$ cat config.mk
export PLATFORM = sky130hd
export DESIGN_NAME = uart_rx_param
export DESIGN_NICKNAME = d
export VERILOG_FILES = /design/src/rtl/uart_rx_param.sv
export SDC_FILE = /design/constraint.sdc
export NUM_CORES = 1
export LEC_CHECK = 0
export BUFFER_PORTS_ARGS = -buffer_cell sky130_fd_sc_hd__buf_4
export CAP_MARGIN = 20
export CORE_ASPECT_RATIO = 1.75
export CORE_UTILIZATION = 49
export CTS_BUF_LIST = sky130_fd_sc_hd__clkbuf_8 sky130_fd_sc_hd__clkbuf_16
export DETAILED_ROUTE_END_ITERATION = 10
export PLACE_DENSITY = 0.82
export REMOVE_ABC_BUFFERS = 1
export SLEW_MARGIN = 15
export SYNTH_ARGS = -nofsm -noshare
export SYNTH_HDL_FRONTEND = slang
export SYNTH_SLANG_ARGS = --single-unit
$ cat constraint.sdc
create_clock -name clk_i -period 5.3 [get_ports clk_i]
set_input_delay 0.53 -clock clk_i [delete_from_list [all_inputs] [get_ports clk_i]]
set_output_delay 0.53 -clock clk_i [all_outputs]
set_load 0.01 [all_outputs]
$ cat src/rtl/uart_rx_param.sv
// uart_rx_param
// Oversampled UART receiver with run-time baud divisor, configurable data
// width, optional even/odd parity and one or two stop bits. Each bit is
// decided by a majority vote over three mid-bit samples. Received words are
// presented on a valid/ready output together with parity and framing flags.
//
// Ports
//   clk_i          system clock, all logic on the rising edge
//   rstb_i         synchronous reset, active high
//   rxd_i          asynchronous serial input, idle high
//   baud_div_i     tick period minus 1, in clk_i cycles (used live)
//   parity_mode_i  00 none, 01 even, 10 odd, 11 none (latched at start)
//   stop2_i        1 = two stop bits checked (latched at start)
//   data_o         received word, LSB = first data bit on the line
//   valid_o        data_o and the error flags are valid
//   ready_i        consumer accepts the presented word
//   parity_err_o   parity mismatch on the presented word
//   frame_err_o    a stop bit of the presented word was sampled low
//   overrun_o      sticky: a completed word was dropped
//   clr_ovr_i      clears overrun_o
//   fsm_state_o    current receiver state (debug)
//
// Output handshake: a word transfers in any cycle where valid_o && ready_i.
// valid_o, data_o and the flags hold steady until that cycle; valid_o drops
// in the next cycle unless a new word loads in the handshake cycle itself.
module uart_rx_param #(
  parameter int DATA_BITS  = 8,
  parameter int OVERSAMPLE = 16,
  parameter int DIV_W      = 16
) (
  input  logic                 clk_i,
  input  logic                 rstb_i,
  input  logic                 rxd_i,
  input  logic [DIV_W-1:0]     baud_div_i,
  input  logic [1:0]           parity_mode_i,
  input  logic                 stop2_i,
  output logic [DATA_BITS-1:0] data_o,
  output logic                 valid_o,
  input  logic                 ready_i,
  output logic                 parity_err_o,
  output logic                 frame_err_o,
  output logic                 overrun_o,
  input  logic                 clr_ovr_i,
  output logic [2:0]           fsm_state_o
);

  localparam int SW = $clog2(OVERSAMPLE);
  localparam int BW = $clog2(DATA_BITS);
  localparam logic [SW-1:0] S_LAST = SW'(OVERSAMPLE - 1);
  localparam logic [SW-1:0] S_A    = SW'(OVERSAMPLE / 2 - 1);
  localparam logic [SW-1:0] S_B    = SW'(OVERSAMPLE / 2);
  localparam logic [SW-1:0] S_C    = SW'(OVERSAMPLE / 2 + 1);
  localparam logic [BW-1:0] B_LAST = BW'(DATA_BITS - 1);

  typedef enum logic [2:0] {
    IDLE   = 3'd0,
    START  = 3'd1,
    DATA   = 3'd2,
    PARITY = 3'd3,
    STOP1  = 3'd4,
    STOP2  = 3'd5
  } state_t;

  state_t               state, state_next;
  logic                 rx_meta, rx_s, rx_prev;
  logic [DIV_W-1:0]     div_cnt;
  logic [SW-1:0]        s_cnt;
  logic [BW-1:0]        bit_cnt;
  logic                 samp_a, samp_b;
  logic [DATA_BITS-1:0] shreg;
  logic [1:0]           cfg_pmode;
  logic                 cfg_stop2;
  logic                 perr_acc, ferr_acc;

  logic tick, decide, wrap, maj, par_en, start_det, done, done_ferr, ovr_set;

  assign fsm_state_o = state;

  always_comb begin
    // >= rather than == so a divisor lowered mid-count still ticks at once
    tick       = (div_cnt >= baud_div_i);
    decide     = tick && (s_cnt == S_C);
    wrap       = tick && (s_cnt == S_LAST);
    // third sample is the live synchronised value at the decision tick
    maj        = (samp_a & samp_b) | (samp_a & rx_s) | (samp_b & rx_s);
    par_en     = (cfg_pmode == 2'b01) || (cfg_pmode == 2'b10);
    done_ferr  = ferr_acc | ~maj;
    state_next = state;
    start_det  = 1'b0;
    done       = 1'b0;
    case (state)
      IDLE: begin
        if (tick && !rx_s && rx_prev) begin
          state_next = START;
          start_det  = 1'b1;
        end
      end
      START: begin
        if (decide && maj)  state_next = IDLE;  // false start
        else if (wrap)      state_next = DATA;
      end
      DATA: begin
        if (wrap && (bit_cnt == B_LAST)) state_next = par_en ? PARITY : STOP1;
      end
      PARITY: begin
        if (wrap) state_next = STOP1;
      end
      STOP1: begin
        // completion at the decision tick lets the next start edge be seen
        // in the second half of the stop bit
        if (decide && !cfg_stop2) begin
          state_next = IDLE;
          done       = 1'b1;
        end else if (wrap) begin
          state_next = STOP2;
        end
      end
      STOP2: begin
        if (decide) begin
          state_next = IDLE;
          done       = 1'b1;
        end
      end
      default: state_next = IDLE;
    endcase
    ovr_set = done && valid_o && !ready_i;
  end

  always_ff @(posedge clk_i) begin
    if (rstb_i) begin
      state        <= IDLE;
      rx_meta      <= 1'b1;
      rx_s         <= 1'b1;
      rx_prev      <= 1'b1;
      div_cnt      <= '0;
      s_cnt        <= '0;
      bit_cnt      <= '0;
      samp_a       <= 1'b1;
      samp_b       <= 1'b1;
      shreg        <= '0;
      cfg_pmode    <= 2'b00;
      cfg_stop2    <= 1'b0;
      perr_acc     <= 1'b0;
      ferr_acc     <= 1'b0;
      data_o       <= '0;
      valid_o      <= 1'b0;
      parity_err_o <= 1'b0;
      frame_err_o  <= 1'b0;
      overrun_o    <= 1'b0;
    end else begin
      rx_meta <= rxd_i;
      rx_s    <= rx_meta;
      div_cnt <= tick ? '0 : div_cnt + DIV_W'(1);
      state   <= state_next;

      if (tick) begin
        rx_prev <= rx_s;
        // s restarts at 0 on start detect and whenever the FSM is or
        // returns to IDLE; otherwise it counts 0..OVERSAMPLE-1 per bit
        if (state == IDLE || state_next == IDLE || s_cnt == S_LAST) s_cnt <= '0;
        else                                                        s_cnt <= s_cnt + SW'(1);
        if (s_cnt == S_A) samp_a <= rx_s;
        if (s_cnt == S_B) samp_b <= rx_s;
      end

      if (start_det) begin
        cfg_pmode <= parity_mode_i;
        cfg_stop2 <= stop2_i;
        perr_acc  <= 1'b0;
        ferr_acc  <= 1'b0;
        bit_cnt   <= '0;
      end

      if (wrap && state == DATA) bit_cnt <= bit_cnt + BW'(1);

      if (decide) begin
        case (state)
          DATA:    shreg    <= {maj, shreg[DATA_BITS-1:1]};
          PARITY:  perr_acc <= ((^shreg) ^ maj) != (cfg_pmode == 2'b10);
          STOP1:   ferr_acc <= ~maj;
          default: ;
        endcase
      end

      if (done && (!valid_o || ready_i)) begin
        data_o       <= shreg;
        parity_err_o <= perr_acc;
        frame_err_o  <= done_ferr;
        valid_o      <= 1'b1;
      end else if (valid_o && ready_i) begin
        valid_o <= 1'b0;
      end

      // a drop in the same cycle as a clear wins
      overrun_o <= (overrun_o & ~clr_ovr_i) | ovr_set;
    end
  end

endmodule

# After elaboration in Yosys (flattened, before gate mapping)
# Index checks and enable logic that the tools add are counted.
[word_totals]
register_bits = 56
inputBits = 24
output_inout_bits = 15
[classes]
add_sub_neg = 3
n_lt_le_gt_ge = 1
n_eq_ne = 13
muxes = 26
bitwise = 11
reduce_logical = 29
[ops]
columns = ["operator", "count"]
rows = [
  ["3-bit two-way mux", 11],
  ["3-bit case mux with 6 select lines", 1],
  ["16-bit by 1-bit adder with 16-bit output, second input constant", 1],
  ["16-bit >= comparator", 1],
  ["4-bit equality test, second input constant", 3],
  ["1-bit logical AND", 12],
  ["1-bit two-way mux", 12],
  ["3-bit equality test, second input constant", 3],
  ["8-bit parity", 1],
  ["3-bit by 2-bit equality test with 1-bit output, second input constant", 2],
  ["3-bit logical NOT", 2],
  ["2-bit AND reduction", 3],
  ["4-bit by 1-bit adder with 4-bit output, second input constant", 1],
  ["1-bit AND", 4],
  ["4-bit by 3-bit equality test with 1-bit output, second input constant", 1],
  ["1-bit logical NOT", 4],
  ["1-bit logical OR", 4],
  ["4-bit two-way mux", 1],
  ["1-bit bitwise OR", 4],
  ["2-bit nonzero test", 2],
  ["3-bit by 1-bit adder with 3-bit output, second input constant", 1],
  ["3-bit by 1-bit equality test with 1-bit output, second input constant", 1],
  ["2-bit by 1-bit equality test with 1-bit output, second input constant", 1],
  ["2-bit equality test, second input constant", 1],
  ["other kinds (5)", 6],
]

# Longest topological paths before layout
# Gate-level depths: netlist of the first run.
[depth]
word_depth = 10
ltp_mapped = 10
depth_no_buf = 9

# Worst setup path after synthesis of the first run
# Ideal clock, no wire load.
[synth_path]
path_kind = "input to register"
startpoint = "input baud_div_i[13]"
endpoint = "register s_cnt[1]"
arrival_time_ps = 2577
required_time_ps = 5222
slack_ps = 2645
path_stages = 10
path_cell_list = "inv_1 > ha_1 > a21oi_1 > o21ai_1 > or4_1 > or2_1 > buf_4 > o211a_1 > o2111a_1 > nor3_1"
[synth_via]
elab_chain_len = 9
word_cells_on_any_way = 21
cone_classes = "order compare: 1; mux: 10; reduce/logical: 10"
[synth_rtl]
columns = ["item", "line", "rtl"]
rows = [
  ["start: declaration", "34", "input logic [DIV_W-1:0] baud_div_i,"],
  ["16-bit >= comparator *", "81", "tick = (div_cnt >= baud_div_i);"],
  ["1-bit logical AND (on tied branches)", "83, 82, 93", ""],
  ["3-bit two-way mux, or another cell as far along", "114", "end else if (wrap) begin"],
  ["3-bit two-way mux (on tied branches)", "--", ""],
  ["3-bit case mux with 6 select lines", "91", "case (state)"],
  ["3-bit logical NOT", "160", "if (state == IDLE || state_next == IDLE || s_cnt == S_LAST) s_cnt <= '0;"],
  ["1-bit logical OR (2 in series)", "160", ""],
  ["4-bit two-way mux", "160", ""],
  ["end signal: assignment", "161", "else s_cnt <= s_cnt + SW'(1);"],
  ["end: declaration", "67", "logic [SW-1:0] s_cnt;"],
]
# Mark *: on every way between the ends. The rest lies on a longest branch, timed or not.
# A chain may end at the register's enable or synchronous reset.

# Final worst setup path of the first run
[layout_path]
startpoint = "register div_cnt[0]"
endpoint = "register s_cnt[3]"
[layout_via]
elab_chain_len = 9
word_cells_on_any_way = 21
cone_classes = "order compare: 1; mux: 10; reduce/logical: 10"
[layout_rtl]
columns = ["item", "line", "rtl"]
rows = [
  ["start: declaration", "66", "logic [DIV_W-1:0] div_cnt;"],
  ["start signal: assignment", "153", "div_cnt <= tick ? '0 : div_cnt + DIV_W'(1);"],
  ["16-bit >= comparator *", "81", ""],
  ["1-bit logical AND (on tied branches)", "83, 82, 93", ""],
  ["3-bit two-way mux, or another cell as far along", "114", ""],
  ["3-bit two-way mux (on tied branches)", "--", ""],
  ["3-bit case mux with 6 select lines", "91", ""],
  ["3-bit logical NOT", "160", ""],
  ["1-bit logical OR (2 in series)", "160", ""],
  ["4-bit two-way mux", "160", ""],
]
# Marked as above.

==> reports/results.tsv, run 1 <==
metric	value	unit
critical path startpoint	div_cnt[0]	
VDD IR max	171.3	uV
Cell Chain, Critical Path	inv_1, ha_1, nand2b_1, a2111oi_1, o32ai_4, nor2_2, nand2_1, o2111a_1, nor3_1	
DRC violation count after routing	0	
startpoint type of the worst setup path	flip-flop	
# nets final	407	
clock sink total	56	
sequential share of power	0.595	
number of warnings printed during yosys synthesis	0	
maximum clock skew at final layout	0.01224	ns
Worst EP required	5.53	ns
die height	104.0	microns
P_leak	1.396	nW
number of antenna violations at the first check in global routing	0	
via count of the first global-routing pass	2296	
row count	36	
Comb pwr share	0.068	
area overhead of the layout relative to synthesis	15.13	%
CP Buf/Inv Count	1	
number of flops mapped to enable cells by yosys	0	
top achievable clock speed	300.9	MHz
register bit total from synthesis	56	
combined global-route utilization of all metal layers	0.1969	
hold violation count in the final report	0	
Die Span X	60.26	microns
Mapped Avg Cell Area	8.955	sq um
vias per cell	5.391	
Max H-tree Level	2	
Via Count	2356	
Slew @ Worst Pin	0.7640	ns
post-CTS resize count	0	
async set-or-reset flop fraction in the synthesized netlist	0	
worst stage delay on the critical path	0.73	ns
weighted congestion reported at the end of routability-driven placement	0.9286	
portion of the post-synthesis area used by sequential elements	0.3852	
internal portion of total power	0.5552	mW
post-CTS setup buffers	0	
total negative setup slack	0	ns
worst reg2reg startpoint	div_cnt[0]	
total count of max-transition violations in the final report	0	
post-DP HPWL	4.370	mm
clock group share of total power	0.337	
post-route design area	3351	sq um
CTS tree	yes	
launch point of the worst hold path	rxd_i	
fraction of layout instances using a drive strength above 1	0.1551	
number of nets with antenna violations after detailed routing	0	
switching power share of the total	0.2319	
clock latency reported for the late side of the worst-skew pair	0.31	ns
initial core utilization	0.5169	
pin count of the biggest net entering global routing	37	
shortest period the worst path allows	3.324	ns
Ports	39	
Cells after Synth	325	
Layout fillers	507	
Max-cap violations	0	
first-pass GRT wire length	9.694	mm
arrival time at the worst endpoint	3.56	ns
port buffer count	38	
average wire per cell in the routed design	13.17	microns
final worst-path cycle share	0.6271	
setup violation total in the final timing report	0	
core region area	5630	sq um
clk root buf	clkbuf_8	
number of CTS-inserted buffers	5	
number of buffers between clock root and the deepest sink	2	
Max transition margin	0.4894	
Routed WL	5.756	mm
unrepaired setup endpoints after global routing	false	
floorplan die area	6264	sq um
slowest cell on the critical path	a2111oi_1	
Hold WC Path Type	in -> reg	
final antenna diode count	0	
drt first-iter violations	81	
Hold-fix buffers, CTS	0	
cell type group with the largest total delay on the critical path	simple AND/OR/NAND/NOR gates	
critical setup path kind	reg -> reg	
outcome	complete, no violations	
crit path max fanout	16	
power per cell area	215.7	nW/um^2
detailed-routing iteration count for the pre-antenna-repair pass	4	
switching pwr	0.1676	mW
instance area at placement	3254	sq um
ys flop type	dfxtp_1	
count of unique library cells instantiated by Yosys	53	
clock-pin slew of the registers on the worst-case setup and hold paths	0.09	ns
Mapped Area	2910	sq um
GR Overflow Total	0	
CP Capture Type	flip-flop	
==> layout by cell type (no fill, tap or decap), types with 3 or more instances in the layout <==
cell      synthesis  final
dfxtp_1          56     56
nor2_1           47     47
buf_4             2     39
inv_1            28     28
ha_1             23     23
mux2i_1          20     20
nand2_1          17     17
a21oi_1          13     13
xnor2_1          13     13
nand3_1          12     12
xor2_1           12     12
nand4_1           7      7
nor3_1            7      7
clkbuf_8          0      6
o211ai_1          5      5
and3_1            5      5
o21ai_0           4      4
or4_1             3      3
nand2b_1          3      3
or2_2             3      3
==> sequential cells by signal, indices dropped and copies added, names as in the netlist <==
| register | cells |
|---|---|
| bit_cnt | 3 |
| cfg_pmode | 2 |
| cfg_stop2 | 1 |
| data_o | 8 |
| div_cnt | 16 |
| ferr_acc | 1 |
| frame_err_o | 1 |
| fsm_state_o | 3 |
| overrun_o | 1 |
| parity_err_o | 1 |
| perr_acc | 1 |
| rx_meta | 1 |
| rx_prev | 1 |
| rx_s | 1 |
| s_cnt | 4 |
| samp_a | 1 |
| samp_b | 1 |
| shreg | 8 |
| valid_o | 1 |
==> worst reg2reg max path: stages, from the launching register on <==
cell,delay [ns]
dfxtp_1,0.41
inv_1,0.06
ha_1,0.26
nand2b_1,0.14
a2111oi_1,0.73
o32ai_4,0.18
nor2_2,0.50
nand2_1,0.49
o2111a_1,0.30
nor3_1,0.18
==> power by group through the flow <==
stage          sequential [mW]  combinational [mW]  clock [mW]
6_report                 0.430              0.0492       0.244
5_1_grt                  0.431              0.0560       0.272
4_1_cts                  0.430              0.0497       0.252
3_5_place_dp             0.440              0.0494           0
3_3_place_gp             0.440              0.0479           0
2_1_floorplan            0.439              0.0251           0
==> per-stage QoR <==
| stage | worst slack (ns) | util | instances | total power, mW | hold WS (ns) |
|---|---|---|---|---|---|
| floorplan | 1.476 | - | 314 | 0.4636 | 0.3895 |
| global placement | 1.937 | 0.5780 | 429 | 0.4876 | 0.4178 |
| detailed placement | 1.790 | 0.5780 | 429 | 0.4890 | 0.4263 |
| CTS | 1.984 | 0.5951 | 437 | 0.7316 | 0.3966 |
| global route | 1.739 | 0.5951 | 437 | 0.7591 | 0.3942 |
| finish | 1.976 | 0.5951 | 437 | 0.7228 | 0.4060 |
==> cells by family (layout without fill, tap and decap cells) <==
logic type	Yosys count	after routing	synth area share
and+or+nand+nor	117	117	0.1986
DFF	56	56	0.3852
AOI/OAI and AO/OA	43	43	0.1126
buffers and inverters	39	75	0.05331
xor gates and xnor gates	25	25	0.07524
adders and majority gates	24	24	0.1023
muxes	21	21	0.07266
==> area by class of cell <==
cell class | instances | area, sq um | area share
clock inverters | 2 | 13.76 | 0.004108
well taps | 76 | 95.09 | 0.02838
multi-input cells | 230 | 1640 | 0.4895
flip-flops and latches | 56 | 1121 | 0.3346
repair buffers | 39 | 292.8 | 0.08738
clock buffers | 6 | 82.58 | 0.02465
inverters | 28 | 105.1 | 0.03137
==> Yosys cell counts (2+ instances only) <==
library cell  number  share of area
dfxtp_1           56           0.39
nor2_1            47          0.061
inv_1             28          0.036
ha_1              23          0.099
mux2i_1           20          0.069
nand2_1           17          0.022
a21oi_1           13          0.022
xnor2_1           13          0.039
nand3_1           12          0.021
xor2_1            12          0.036
clkbuf_1           7         0.0090
nand4_1            7          0.015
nor3_1             7          0.012
and3_1             5          0.011
o211ai_1           5          0.013
o21ai_0            4         0.0069
nand2b_1           3         0.0064
or2_2              3         0.0064
or4_1              3         0.0077
a211o_1            2         0.0060
a31oi_1            2         0.0043
buf_4              2         0.0052
nor2b_1            2         0.0043
o311ai_1           2         0.0060
or3_1              2         0.0043
==> per-layer routing <==
| layer | share of wire | vias to the layer above | global-route usage |
|---|---|---|---|
| met5 | 0 | - | 0 |
| met4 | 0.028 | 0 | 0.08804 |
| met3 | 0.033 | 15 | 0.03483 |
| met2 | 0.53 | 50 | 0.3540 |
| met1 | 0.41 | 1095 | 0.2097 |
| li1 | - | 1196 | - |
==> final timing paths <==
check                           slack, ns  depth (start not counted)       end
worst max register to register       1.98                          9  s_cnt[3]
worst min register to register       0.45                          1      rx_s
worst min-delay path                 0.41                          2   rx_meta
worst max-delay path                 1.98                          9  s_cnt[3]
(Power assumes the default switching activity.)
==> run 2, diff against run 1 <==
Settings changed: PLACE_DENSITY 0.82 to 0.84.
Clock period 5.3 ns to 2.9 ns, I/O delays scaled along.
==> run 2 against run 1 <==
- clock power is 85% higher
- count of clock-buffer cells in the layout up 1
- critical path depth is 1 higher
- largest power group unchanged
- critical path type unchanged
- via count rose by 3.2%
- worst setup slack worse by 1.8 ns
- utilization grew 1.2 points
- sequential share of layout area fell by 0.66 points
- global-route usage up 2.9 points
- combinational power rose by 110%
==> reports/results.tsv, run 2 (synthesis results as in run 1) <==
metric	value	unit
first-pass GRT wire length	10.98	mm
setup violation total in the final timing report	0	
arrival time at the worst endpoint	2.88	ns
max reg flops	16	
row count	36	
Slew @ Worst Pin	0.4872	ns
top achievable clock speed	373.2	MHz
number of buffers between clock root and the deepest sink	2	
total count of max-transition violations in the final report	0	
setup slack after layout	0.2206	ns
number of antenna violations at the first check in global routing	0	
slowest cell on the critical path	dfxtp_1	
GR Overflow Total	0	
hold violation count in the final report	0	
weighted congestion reported at the end of routability-driven placement	0.9500	
Die Span X	60.26	microns
# nets final	416	
CP Capture Type	flip-flop	
die height	104.0	microns
Routed WL	6.330	mm
pin count of the biggest net entering global routing	37	
post-CTS setup buffers	0	
number of nets with antenna violations after detailed routing	0	
maximum clock skew at final layout	0.005957	ns
floorplan die area	6264	sq um
detailed-routing iteration count for the pre-antenna-repair pass	4	
largest register by flop count	div_cnt	
Via Count	2431	
Max transition margin	0.6747	
most common cell after layout, fill and taps aside	dfxtp_1	
core region area	5630	sq um
Max-cap violations	0	
final worst-path cycle share	0.9239	
critical setup path kind	reg -> reg	
via count of the first global-routing pass	2548	
vias per cell	5.463	
CTS tree	yes	
shortest period the worst path allows	2.679	ns
Ports	39	
crit path max fanout	11	
dpl ws	0.08166	ns
startpoint type of the worst setup path	flip-flop	
worst stage delay on the critical path	0.35	ns
combined global-route utilization of all metal layers	0.2259	
number of CTS-inserted buffers	5	
drt first-iter violations	64	
P_leak	1.437	nW
port buffer count	38	
clock sink total	56	
clk root buf	clkbuf_8	
fraction of layout instances using a drive strength above 1	0.1734	
VDD IR max	313.1	uV
Cell Chain, Critical Path	ha_1, nand4_1, a211o_1, o32ai_4, nor2_2, buf_4, nor4b_2, buf_4, mux2i_1, nor2_1	
clock-pin slew of the registers on the worst-case setup and hold paths	0.09	ns
power per cell area	391.3	nW/um^2
initial core utilization	0.5169	
Max H-tree Level	2	
Hold WC Path Type	in -> reg	
total negative setup slack	0	ns
area overhead of the layout relative to synthesis	17.45	%
post-CTS resize count	0	
clock latency reported for the late side of the worst-skew pair	0.31	ns
highest-count cells in the layout ignoring fill and taps	dfxtp_1 (56), buf_4 (48), nor2_1 (47)	
post-DP HPWL	4.849	mm
outcome	complete, no violations	
most frequent CP cell	buf_4	
registers with the highest flip-flop counts	div_cnt (16), data_o (8), shreg (8)	
Hold-fix buffers, CTS	0	
DRC violation count after routing	0	
average wire per cell in the routed design	14.22	microns
final antenna diode count	0	
Worst EP required	3.10	ns
unrepaired setup endpoints after global routing	false	
-- run 2: cell type report --
type / count / area, sq um
timing repair buffer: 48 / 360.3
sequential: 56 / 1121
tap: 76 / 95.09
multi-input combinational: 230 / 1640
clock buffer: 7 / 96.34
fill: 513 / 2212
inverter: 28 / 105.1
-- run 2: worst paths after layout --
| check | from | endpoint | slack, ns | cells past startpoint |
|---|---|---|---|---|
| max | div_cnt[13] | data_o[0] | 0.22 | 10 |
| min | rxd_i | rx_meta | 0.16 | 2 |
| max reg2reg | div_cnt[13] | data_o[0] | 0.22 | 10 |
| min reg2reg | rx_meta | rx_s | 0.42 | 1 |
-- run 2: worst max-delay path, delay by kind of cell (launching register included) --
kind / cells / cell delay [ns]
AOI/OAI and AO/OA: 2 / 0.64
and+or+nand+nor: 4 / 0.60
buffers and inverters: 2 / 0.43
DFF: 1 / 0.35
adders and majority gates: 1 / 0.30
muxes: 1 / 0.23
-- run 2: metal layers --
metal  global-route usage  vias up  part of all wire
met2               0.4176       76              0.56
met3              0.05100       30             0.045
met4               0.1130        0             0.035
li1                     -     1208                 -
met1               0.2165     1117              0.36
met5                    0        -                 0
-- run 2: report_power, final --
group	total [mW]	switching (mW)	leakage, nW	internal (mW)
registers	0.785	0.0102	0.452	0.775
clock network	0.451	0.238	0.0503	0.213
logic	0.101	0.0505	0.935	0.0507
total	1.34	0.299	1.44	1.04
-- run 2: stage by stage --
step | std cells | utilization | cell area [sq um] | hold slack, ns | power (mW)
after floorplan | 314 | - | 2860 | 0.3591 | 0.8474
after global placement | 438 | 0.5900 | 3322 | 0.3920 | 0.9002
after detailed placement | 438 | 0.5900 | 3322 | 0.4020 | 0.9042
after CTS | 445 | 0.6071 | 3418 | 0.1551 | 1.350
after global routing | 445 | 0.6071 | 3418 | 0.1484 | 1.388
final | 445 | 0.6071 | 3418 | 0.1580 | 1.338
